--- src/rtl/exmem_skid.sv ---
// EX/MEM writeback register built as a 2-entry skid buffer: the main entry drives
// the outputs, the skid entry absorbs the one beat that arrives as ready drops.
module exmem_skid #(
    parameter int AW             = 5,
    parameter int DW             = 32,
    parameter int CW             = 16,
    parameter int DROP_R0        = 1,
    parameter int ZERO_ON_BUBBLE = 1
) (
    input  logic          clk,
    input  logic          rst,
    input  logic          flush,
    input  logic          in_valid,
    output logic          in_ready,
    input  logic [AW-1:0] in_wr_address,
    input  logic [DW-1:0] in_wr_data,
    input  logic          in_wr_enable,
    output logic          out_valid,
    input  logic          out_ready,
    output logic [AW-1:0] out_wr_address,
    output logic [DW-1:0] out_wr_data,
    output logic          out_wr_enable,
    output logic [CW-1:0] stall_cycles
);

    // Handshake: a beat moves on a rising edge where valid and ready are both 1;
    // in_ready is a register, so it never depends on out_ready in the same cycle.
    typedef enum logic [1:0] {
        S_EMPTY = 2'd0,
        S_ONE   = 2'd1,
        S_TWO   = 2'd2
    } state_t;

    state_t        state_q, state_d;
    logic          in_ready_q;
    logic [AW-1:0] main_addr_q, skid_addr_q;
    logic [DW-1:0] main_data_q, skid_data_q;
    logic          main_en_q, skid_en_q;
    logic [CW-1:0] stall_q;

    logic accept, pop, in_en_eff;
    logic load_main_in, load_skid_in, load_main_skid;

    assign accept    = in_valid & in_ready_q;
    assign pop       = out_valid & out_ready;
    assign in_en_eff = in_wr_enable & ((DROP_R0 == 0) || (in_wr_address != '0));

    // State register; in_ready follows the next state so it is already correct
    // on the cycle the state is entered.
    always_ff @(posedge clk) begin
        if (rst) begin
            state_q    <= S_EMPTY;
            in_ready_q <= 1'b0;
        end else begin
            state_q    <= state_d;
            in_ready_q <= (state_d != S_TWO);
        end
    end

    always_comb begin
        state_d        = state_q;
        load_main_in   = 1'b0;
        load_skid_in   = 1'b0;
        load_main_skid = 1'b0;
        if (flush) begin
            state_d = S_EMPTY;
        end else begin
            case (state_q)
                S_EMPTY: begin
                    if (accept) begin
                        load_main_in = 1'b1;
                        state_d      = S_ONE;
                    end
                end
                S_ONE: begin
                    if (accept && !pop) begin
                        load_skid_in = 1'b1;
                        state_d      = S_TWO;
                    end else if (accept && pop) begin
                        load_main_in = 1'b1;
                    end else if (pop) begin
                        state_d = S_EMPTY;
                    end
                end
                S_TWO: begin
                    if (pop) begin
                        load_main_skid = 1'b1;
                        state_d        = S_ONE;
                    end
                end
                default: state_d = S_EMPTY;
            endcase
        end
    end

    always_ff @(posedge clk) begin
        if (rst) begin
            main_addr_q <= '0;
            main_data_q <= '0;
            main_en_q   <= 1'b0;
            skid_addr_q <= '0;
            skid_data_q <= '0;
            skid_en_q   <= 1'b0;
        end else begin
            if (load_main_in) begin
                main_addr_q <= in_wr_address;
                main_data_q <= in_wr_data;
                main_en_q   <= in_en_eff;
            end else if (load_main_skid) begin
                main_addr_q <= skid_addr_q;
                main_data_q <= skid_data_q;
                main_en_q   <= skid_en_q;
            end
            if (load_skid_in) begin
                skid_addr_q <= in_wr_address;
                skid_data_q <= in_wr_data;
                skid_en_q   <= in_en_eff;
            end
        end
    end

    // Saturating count of cycles the head beat waited on downstream.
    always_ff @(posedge clk) begin
        if (rst) begin
            stall_q <= '0;
        end else if (out_valid && !out_ready && (stall_q != '1)) begin
            stall_q <= stall_q + 1'b1;
        end
    end

    always_comb begin
        in_ready       = in_ready_q;
        out_valid      = (state_q != S_EMPTY);
        out_wr_enable  = out_valid & main_en_q;
        out_wr_address = main_addr_q;
        out_wr_data    = main_data_q;
        stall_cycles   = stall_q;
        if ((ZERO_ON_BUBBLE != 0) && !out_valid) begin
            out_wr_address = '0;
            out_wr_data    = '0;
        end
    end

endmodule

--- config.mk ---
export PLATFORM = sky130hd
export DESIGN_NAME = exmem_skid
export DESIGN_NICKNAME = d
export VERILOG_FILES = /design/src/rtl/exmem_skid.sv
export SDC_FILE = /design/constraint.sdc
export NUM_CORES = 1
export LEC_CHECK = 0
export CORE_ASPECT_RATIO = 0.5
export CORE_UTILIZATION = 44
export DETAILED_ROUTE_END_ITERATION = 10
export GPL_ROUTABILITY_DRIVEN = 1
export PLACE_DENSITY = 0.75
export SLEW_MARGIN = 40
export SYNTH_ARGS = -nofsm -noshare
export SYNTH_HDL_FRONTEND = slang
export SYNTH_SLANG_ARGS = --single-unit
export TNS_END_PERCENT = 100
--- constraint.sdc ---
create_clock -name clk -period 2.1 [get_ports clk]
set_input_delay 0.63 -clock clk [delete_from_list [all_inputs] [get_ports clk]]
set_output_delay 0.63 -clock clk [all_outputs]
set_load 0.01 [all_outputs]
==> results.toml, run 1 <==
[run_status]
status = "completed"

[layout]
area_growth_pct = 38.9
drive_above_1_share = 0.0957
insertedDiodeCount = 0
finish.utilization = 0.637
fin_area_um2 = 5630
fillers = 778
final_nets = 645

[clocking]
cts_hold_buf = 0
clk_pin_slew_ps = 60
numClockSinks = 95
worstSkewPairLatency_ps = 350
cts_buffers = 9
cts-root-buf = "clkbuf_16"
h-tree-depth = 3
clk_path_buf_depth = 2
cts_setup_buffers = 0
cts_tree = "yes"

[timing]
hold_viol = 0
relSlewSlack = 0.695
slew_viol_final = 0
finalSetupViolations = 0
clock_skew_ps = 4.22
period_share = 0.980
worst_pin_slew_ps = 457
max_freq_mhz = 486
min_period_ps = 2060

[global_routing]
grt_max_degree = 53
grt_util_met2 = 0.379
grt_pass1_vias = 3591
grt.total_usage = 0.223
grt_use_met3 = 0.0541
grt_pass1_wl_um = 16800
antenna_found_initial = 0
grt-busiest-layer = "met2"
overflow = 0
grt_use_met1 = 0.275

[worst_setup_path]
crit_path_end_kind = "output pin"
crit_arrival_ps = 1430
rrSetupSlack_ps = 170
path_max_fanout = 19
required_ps = 1470
startpoint_type = "flip-flop"
critPathKind = "flip-flop to output pin"

[logic_synthesis]
synthXorXnorAreaFrac = 0.00216
synthSimpleGateAreaFrac = 0.254
synth_warnings = 0
postSynthCellCount = 500
synth_top_family_by_area = "simple AND/OR/NAND/NOR gates"
ys_ff_latch = 95
syn_area_um2 = 4050
ys_top_cells_by_count = "nand2_1, dfxtp_1, a21oi_1"
synthAdderAreaFrac = 0.00309
synthDistinctLibCells = 41
ys_seq_area_frac = 0.470
synth_fp_nets = 544
yosysMostFrequentCell = "nand2_1"
postSynth.asyncResetShare = 0
synth_area_leaders = "dfxtp_1, nand2_1, a21oi_1"
yosysTopAreaCell = "dfxtp_1"
synth-edff-count = 0
syn_area_per_cell_um2 = 8.10
synth_top_area_frac = 0.470
postSynth.topFlopCell = "dfxtp_1"
synth_mux_area_frac = 0.0176
synth_compound_area_frac = 0.212

[placed_design]
post_dp_cell_area_um2 = 5340
portBuffers = 98
globalplace.congestion = 0.837
place_hpwl_um = 6540

[flow_run]
maxCapViolCount = 0

[routing]
drc = 0
vias = 3877
wire_per_inst_um = 14.7
drt-vias-per-instance = 5.36
first_pass_iters = 5
wl_um = 10600
final_antenna_net_count = 0
drt-initial-drc-count = 183

[floorplanning]
rows = 24
initial_utilization = 0.459
die_w_um = 138
core_um2 = 8830
die_area_um2 = 9620
die_h_um = 69.8
pin_count = 99

[worst_hold_path]
hold_class = "flip-flop to flip-flop"

[power_and_ir_drop]
powerDensity_nw_per_um2 = 666
p_leak_nw = 1.99
irDropWorstVdd_mv = 0.380
[worst max-delay path: stages, from the launching register on]
cell and delay, ps:
dfxtp_2 330, nor2_4 190, clkbuf_16 220, nor2b_1 50, dlygate4sd2_1 280
[what timing repair did]
item,in CTS,in global routing
gates resized for setup,41,7
pin swaps,3,0
setup endpoints to repair,43,11
endpoints found under the hold margin,0,0
cloned,0,1
[path summary, 6_finish.rpt]
path,from,cells past startpoint,end
max,state_q[0],4,out_wr_data[18]
min,main_data_q[1],2,main_data_q[1]
max reg2reg,state_q[1],5,stall_cycles[13]
min reg2reg,main_data_q[1],2,main_data_q[1]
[through the flow]
stage	setup WS (ps)	power, mW	TNS, ps	hold slack, ps	instances
finish	41.1	3.75	0	448	723
global route	-12.0	3.87	-87.6	467	723
CTS	37.4	3.77	0	451	722
detailed placement	-440	2.15	-7710	442	706
global placement	-355	2.15	-6180	437	706
floorplan	73.1	1.99	0	432	500
[layer usage]
metal	part of all wire	vias up
li1	-	1940
met1	0.45	1827
met2	0.49	102
met3	0.058	8
met4	0.0084	0
met5	0	-
[layout make-up]
type                    count  area (um2)  area share
flip-flops and latches     95        1900       0.338
clock inverters             6        67.6      0.0120
clock buffers              10         229      0.0407
inverters                   5        18.8     0.00334
repair buffers            129        1260       0.224
multi-input cells         361        2000       0.356
well taps                 117         146      0.0260
[cell families after synthesis]
kind of cell | after synthesis
XOR/XNOR | 1
multiplexers | 7
AO/OA/AOI/OAI | 141
flip-flops | 95
AND/OR/NAND/NOR | 211
adder cells (fa/ha/maj) | 1
buffers and inverters | 44
[cell usage in the layout, fill, tap and decap left out, types with 2 or more instances in the layout]
cell type        count
a211oi_1             7
a21oi_1             83
a22oi_1             32
and3_1               3
buf_12               6
buf_4               24
clkbuf_16           10
clkdlybuf4s15_1      5
clkdlybuf4s50_1     57
clkinvlp_4           2
dfxtp_1             94
dlygate4sd2_1       35
inv_1                5
inv_6                2
mux2i_1              6
nand2_1            112
nand3_1              8
nand4_1              3
nor2_1              13
nor2b_1             39
nor3_1               3
nor4_1               2
o21ai_0              2
o31ai_1             11
or2_2                2
or3_1                2
or4_1               11
[power breakdown]
part	switching, mW	internal [mW]
Combinational	0.125	0.143
Sequential	0.0142	1.83
Clock	0.704	0.929
[flip-flops by register name, indices dropped and copies added, names as in the netlist]
register	flops
skid_en_q	1
state_q	2
skid_addr_q	5
main_en_q	1
skid_data_q	32
in_ready	1
stall_cycles	16
main_data_q	32
main_addr_q	5
Power figures use the tool's default switching activity.
==> inputs of run 2 (changes only) <==
ABC_CLOCK_PERIOD_IN_PS = 2300   (was unset)
GPL_ROUTABILITY_DRIVEN = 0   (was 1)
PLACE_DENSITY = 0.72   (was 0.75)
clock period = 2.3 ns   (was 2.1 ns; I/O delays follow)
==> run 2 against run 1 <==
Net effect: sequential power shrank 9%; final cell count shrank 0.83%; sequential share of layout area shrank 0.068 points; clock power shrank 13%; clock skew grew 4.7 ps; count of clock-buffer cells in the layout shrank 1; flip-flop and latch count is the same; critical path depth is the same; first-iteration DRC count grew 14%; register-to-register slack gained 200 ps.
==> results.toml, run 2 (synthesis results as in run 1) <==
[run_status]
status = "completed"

[worst_setup_path]
required_ps = 1610
critPathKind = "flip-flop to output pin"
crit_arrival_ps = 1550
path_max_fanout = 10
crit_path_end_kind = "output pin"
startpoint_type = "flip-flop"

[global_routing]
antenna_found_initial = 0
grt_pass1_vias = 3441
grt_max_degree = 54
grt.total_usage = 0.216
overflow = 0
grt_pass1_wl_um = 16200

[floorplanning]
initial_utilization = 0.459
pin_count = 99
die_h_um = 69.8
rows = 24
die_area_um2 = 9620
core_um2 = 8830
die_w_um = 138

[layout]
finalNonFillerCells = 717
drive_above_1_share = 0.0883
final_nets = 639
insertedDiodeCount = 0
final_cell_mix = "nand2_1, dfxtp_1, a21oi_1"
final_common_cell = "nand2_1"
fin_area_um2 = 5640
area_growth_pct = 39.3

[timing]
clock_skew_ps = 8.94
hold_viol = 0
relSlewSlack = 0.628
min_period_ps = 2240
rsz0062_at_grt = "no"
period_share = 0.973
max_freq_mhz = 447
finalSetupViolations = 0
slew_viol_final = 0
worst_pin_slew_ps = 559
whs_ps = 450

[placed_design]
post_dp_cell_area_um2 = 5280
dp_cells = 698
portBuffers = 98
place_hpwl_um = 6340

[worst_hold_path]
hold_class = "flip-flop to flip-flop"

[clocking]
clk_pin_slew_ps = 70
h-tree-depth = 3
worstSkewPairLatency_ps = 350
cts_buffers = 9
numClockSinks = 95
clk_path_buf_depth = 2
cts_tree = "yes"
cts-root-buf = "clkbuf_16"

[power_and_ir_drop]
pwr-share-clk = 0.422
p_leak_nw = 2.12
total_power_mw = 3.34
p_seq_frac = 0.505
p_int_mw = 2.55
powerDensity_nw_per_um2 = 592
p_sw_frac = 0.237
irDropWorstVdd_mv = 0.443
power.switching_mw = 0.790
comb_power_share = 0.073

[routing]
drc = 0
final_antenna_net_count = 0
wl_um = 10300
drt-vias-per-instance = 5.33
first_pass_iters = 5
wire_per_inst_um = 14.4
drt-initial-drc-count = 209
vias = 3824

[flow_run]
maxCapViolCount = 0
[run 2: power by group through the flow]
stage	clock network [mW]	logic, mW	registers (mW)
2_1_floorplan	0	0.100	1.72
3_3_place_gp	0	0.232	1.72
3_5_place_dp	0	0.234	1.72
4_1_cts	1.43	0.234	1.68
6_report	1.41	0.245	1.68
5_1_grt	1.50	0.264	1.69
[run 2: final timing paths]
kind	start	endpoint	slack, ps	cells past startpoint
min	main_data_q[0]	main_data_q[0]	450	2
max reg2reg	stall_cycles[0]	stall_cycles[5]	370	6
max	state_q[1]	out_wr_data[11]	60	4
min reg2reg	main_data_q[0]	main_data_q[0]	450	2
[run 2: cell type report]
type,instances,area (um2)
clock buffers,9,225
clock inverters,7,53.8
fillers,782,3190
inverters,5,18.8
multi-input cells,361,2000
flip-flops and latches,95,1900
well taps,117,146
repair buffers,123,1290
[run 2: stage by stage]
| step | setup slack (ps) | util | setup TNS [ps] |
|---|---|---|---|
| after floorplan | 213 | - | 0 |
| after global placement | -227 | 0.598 | -822 |
| after detailed placement | -271 | 0.598 | -1200 |
| after CTS | 1.26 | 0.627 | 0 |
| after global routing | 0.470 | 0.639 | 0 |
| final | 62.2 | 0.639 | 0 |
[run 2: critical path, stage by stage, from the launching register on]
cell	delay, ps
dfxtp_2	350
nor2_4	60
buf_12	140
nor2b_1	100
clkdlybuf4s50_1	540
[run 2: what timing repair did]
action | 4_1_cts | 5_1_grt
hold buffers | 0 | 0
resized for setup | 19 | 15
pin swaps | 0 | 1
hold endpoints to repair | 0 | 0
buffers inserted | 0 | 1
cloned | 0 | 2
endpoints found under the setup margin | 19 | 20
[run 2: layer usage]
| metal | vias to the layer above | GRT usage | wire length, um |
|---|---|---|---|
| met1 | 1789 | 0.265 | 4800 |
| met5 | - | 0 | 0 |
| met4 | 0 | 0.0672 | 121 |
| met3 | 11 | 0.0563 | 472 |
| met2 | 86 | 0.366 | 4940 |
| li1 | 1938 | - | - |
==> inputs of run 3 (changes only) <==
CORE_MARGIN = 2   (was unset)
==> run 3 against run 2 <==
Net effect: global-route usage fell by 1.4 points; sequential share of layout area shrank 0.78 points; count of clock-buffer cells in the layout is the same; final cell count grew 0.70%; clock power grew 18%; register-to-register slack worse by 30 ps; routed wire length grew 0.86%; clock skew fell by 3.1 ps; final area is 2.4% higher; worst setup slack gained 36 ps; critical path depth grew 1; fmax increased by 1.6%; largest power group unchanged.
==> results.toml, run 3 (synthesis results as in run 1) <==
[layout]
insertedDiodeCount = 0
finish.utilization = 0.654
final_cell_mix = "nand2_1, dfxtp_1, a21oi_1"
regArea_um2 = 1900
area_growth_pct = 42.6
fin_area_um2 = 5770
finalNonFillerCells = 722
fillers = 759
drive_above_1_share = 0.0959
final_nets = 645
multi_input_area_um2 = 2000
final_common_cell = "nand2_1"

[timing]
hold_viol = 0
period_share = 0.957
min_period_ps = 2200
setup_ws_ps = 98.0
relSlewSlack = 0.644
max_freq_mhz = 454
setup_tns_ps = 0
rsz0062_at_grt = "no"
clock_skew_ps = 5.81
worst_pin_slew_ps = 534
slew_viol_final = 0
whs_ps = 449
finalSetupViolations = 0

[placed_design]
dp_cells = 704
dp_slack_ps = -264
post_dp_cell_area_um2 = 5340
portBuffers = 98
place_hpwl_um = 6550

[routing]
vias = 3864
final_antenna_net_count = 0
drt-vias-per-instance = 5.35
drc = 0
wire_per_inst_um = 14.4
wl_um = 10400
first_pass_iters = 4
drt-initial-drc-count = 273

[clocking]
cts_buffers = 9
numClockSinks = 95
worstSkewPairLatency_ps = 340
cts-root-buf = "clkbuf_16"
h-tree-depth = 3
clk_pin_slew_ps = 60
cts_tree = "yes"
clk_path_buf_depth = 2

[global_routing]
antenna_found_initial = 0
overflow = 0
grt_pass1_wl_um = 16500
grt.total_usage = 0.202
grt_max_degree = 53
grt_pass1_vias = 3473

[power_and_ir_drop]
powerDensity_nw_per_um2 = 623
p_leak_nw = 2.33
pwr-share-clk = 0.463
p_int_mw = 2.86
p_seq_frac = 0.469
irDropWorstVdd_mv = 0.361
p_sw_frac = 0.205
power.switching_mw = 0.737
comb_power_share = 0.068
total_power_mw = 3.60

[floorplanning]
pin_count = 99
initial_utilization = 0.459
die_area_um2 = 10000
die_w_um = 140
die_h_um = 71.8
rows = 24
core_um2 = 8830

[worst_setup_path]
crit_arrival_ps = 2470
startpoint_type = "input pin"
required_ps = 2570
r2r_start = "stall_cycles[0]"
crit_path_end_kind = "flip-flop"
slowest_delay_ps = 590
cp-startpoint = "out_ready"
critPathKind = "input pin to flip-flop"
path_max_fanout = 6
cp_slowest_cell = "or4b_1"
crit_chain = "clkdlybuf4s50_1 -> o21bai_4 -> or4b_1 -> or4_1 -> a21oi_1"
rrSetupSlack_ps = 340

[run_status]
status = "completed"

[worst_hold_path]
hold_class = "flip-flop to flip-flop"
hold_path_startpoint = "main_data_q[23]"

[flow_run]
maxCapViolCount = 0
-- run 3: cell types whose count changed in the layout (fill, tap and decap cells not counted), sizes merged --
cell | before | now
dlymetal6s2s | 12 | 22
dlygate4sd2 | 19 | 12
buf | 24 | 30
bufinv | 0 | 3
clkdlybuf4s50 | 66 | 63
inv | 9 | 6
clkinv | 3 | 2
-- run 3: worst max-delay path: cells and delay by family --
kind                   cells  cell delay, ps
AND/OR/NAND/NOR            2            1030
buffers and inverters      1             420
AO/OA/AOI/OAI              2             320
-- run 3: cell type report --
class | count | area share
Timing Repair Buffer | 129 | 0.237
Clock inverter | 6 | 0.0189
Clock buffer | 9 | 0.0390
Inverter | 5 | 0.00325
Multi-Input combinational cell | 361 | 0.346
Sequential cell | 95 | 0.330
Tap cell | 117 | 0.0254
-- run 3: timing repair --
item	CTS	global route
endpoints found under the setup margin	12	27
hold buffers	0	0
gates resized for setup	12	25
setup buffers	0	1
pin swaps	0	1
hold endpoints to repair	0	0
gates cloned	0	2
-- run 3: worst paths after layout --
path,endpoint,cells past startpoint
setup / recovery,stall_cycles[13],5
hold / removal,main_data_q[23],2
setup reg to reg,stall_cycles[5],6
hold reg to reg,main_data_q[23],2
-- run 3: power by group through the flow --
stage	clock network (mW)	registers, mW	logic (mW)
after floorplan	0	1.72	0.100
after global placement	0	1.72	0.234
after detailed placement	0	1.72	0.235
after CTS	1.70	1.69	0.236
final	1.67	1.69	0.244
after global routing	1.76	1.69	0.265
-- run 3: metal layers --
metal	GRT usage	part of all wire
met2	0.349	0.48
met5	0	0
met3	0.0615	0.054
met4	0.0411	0.0084
met1	0.254	0.46
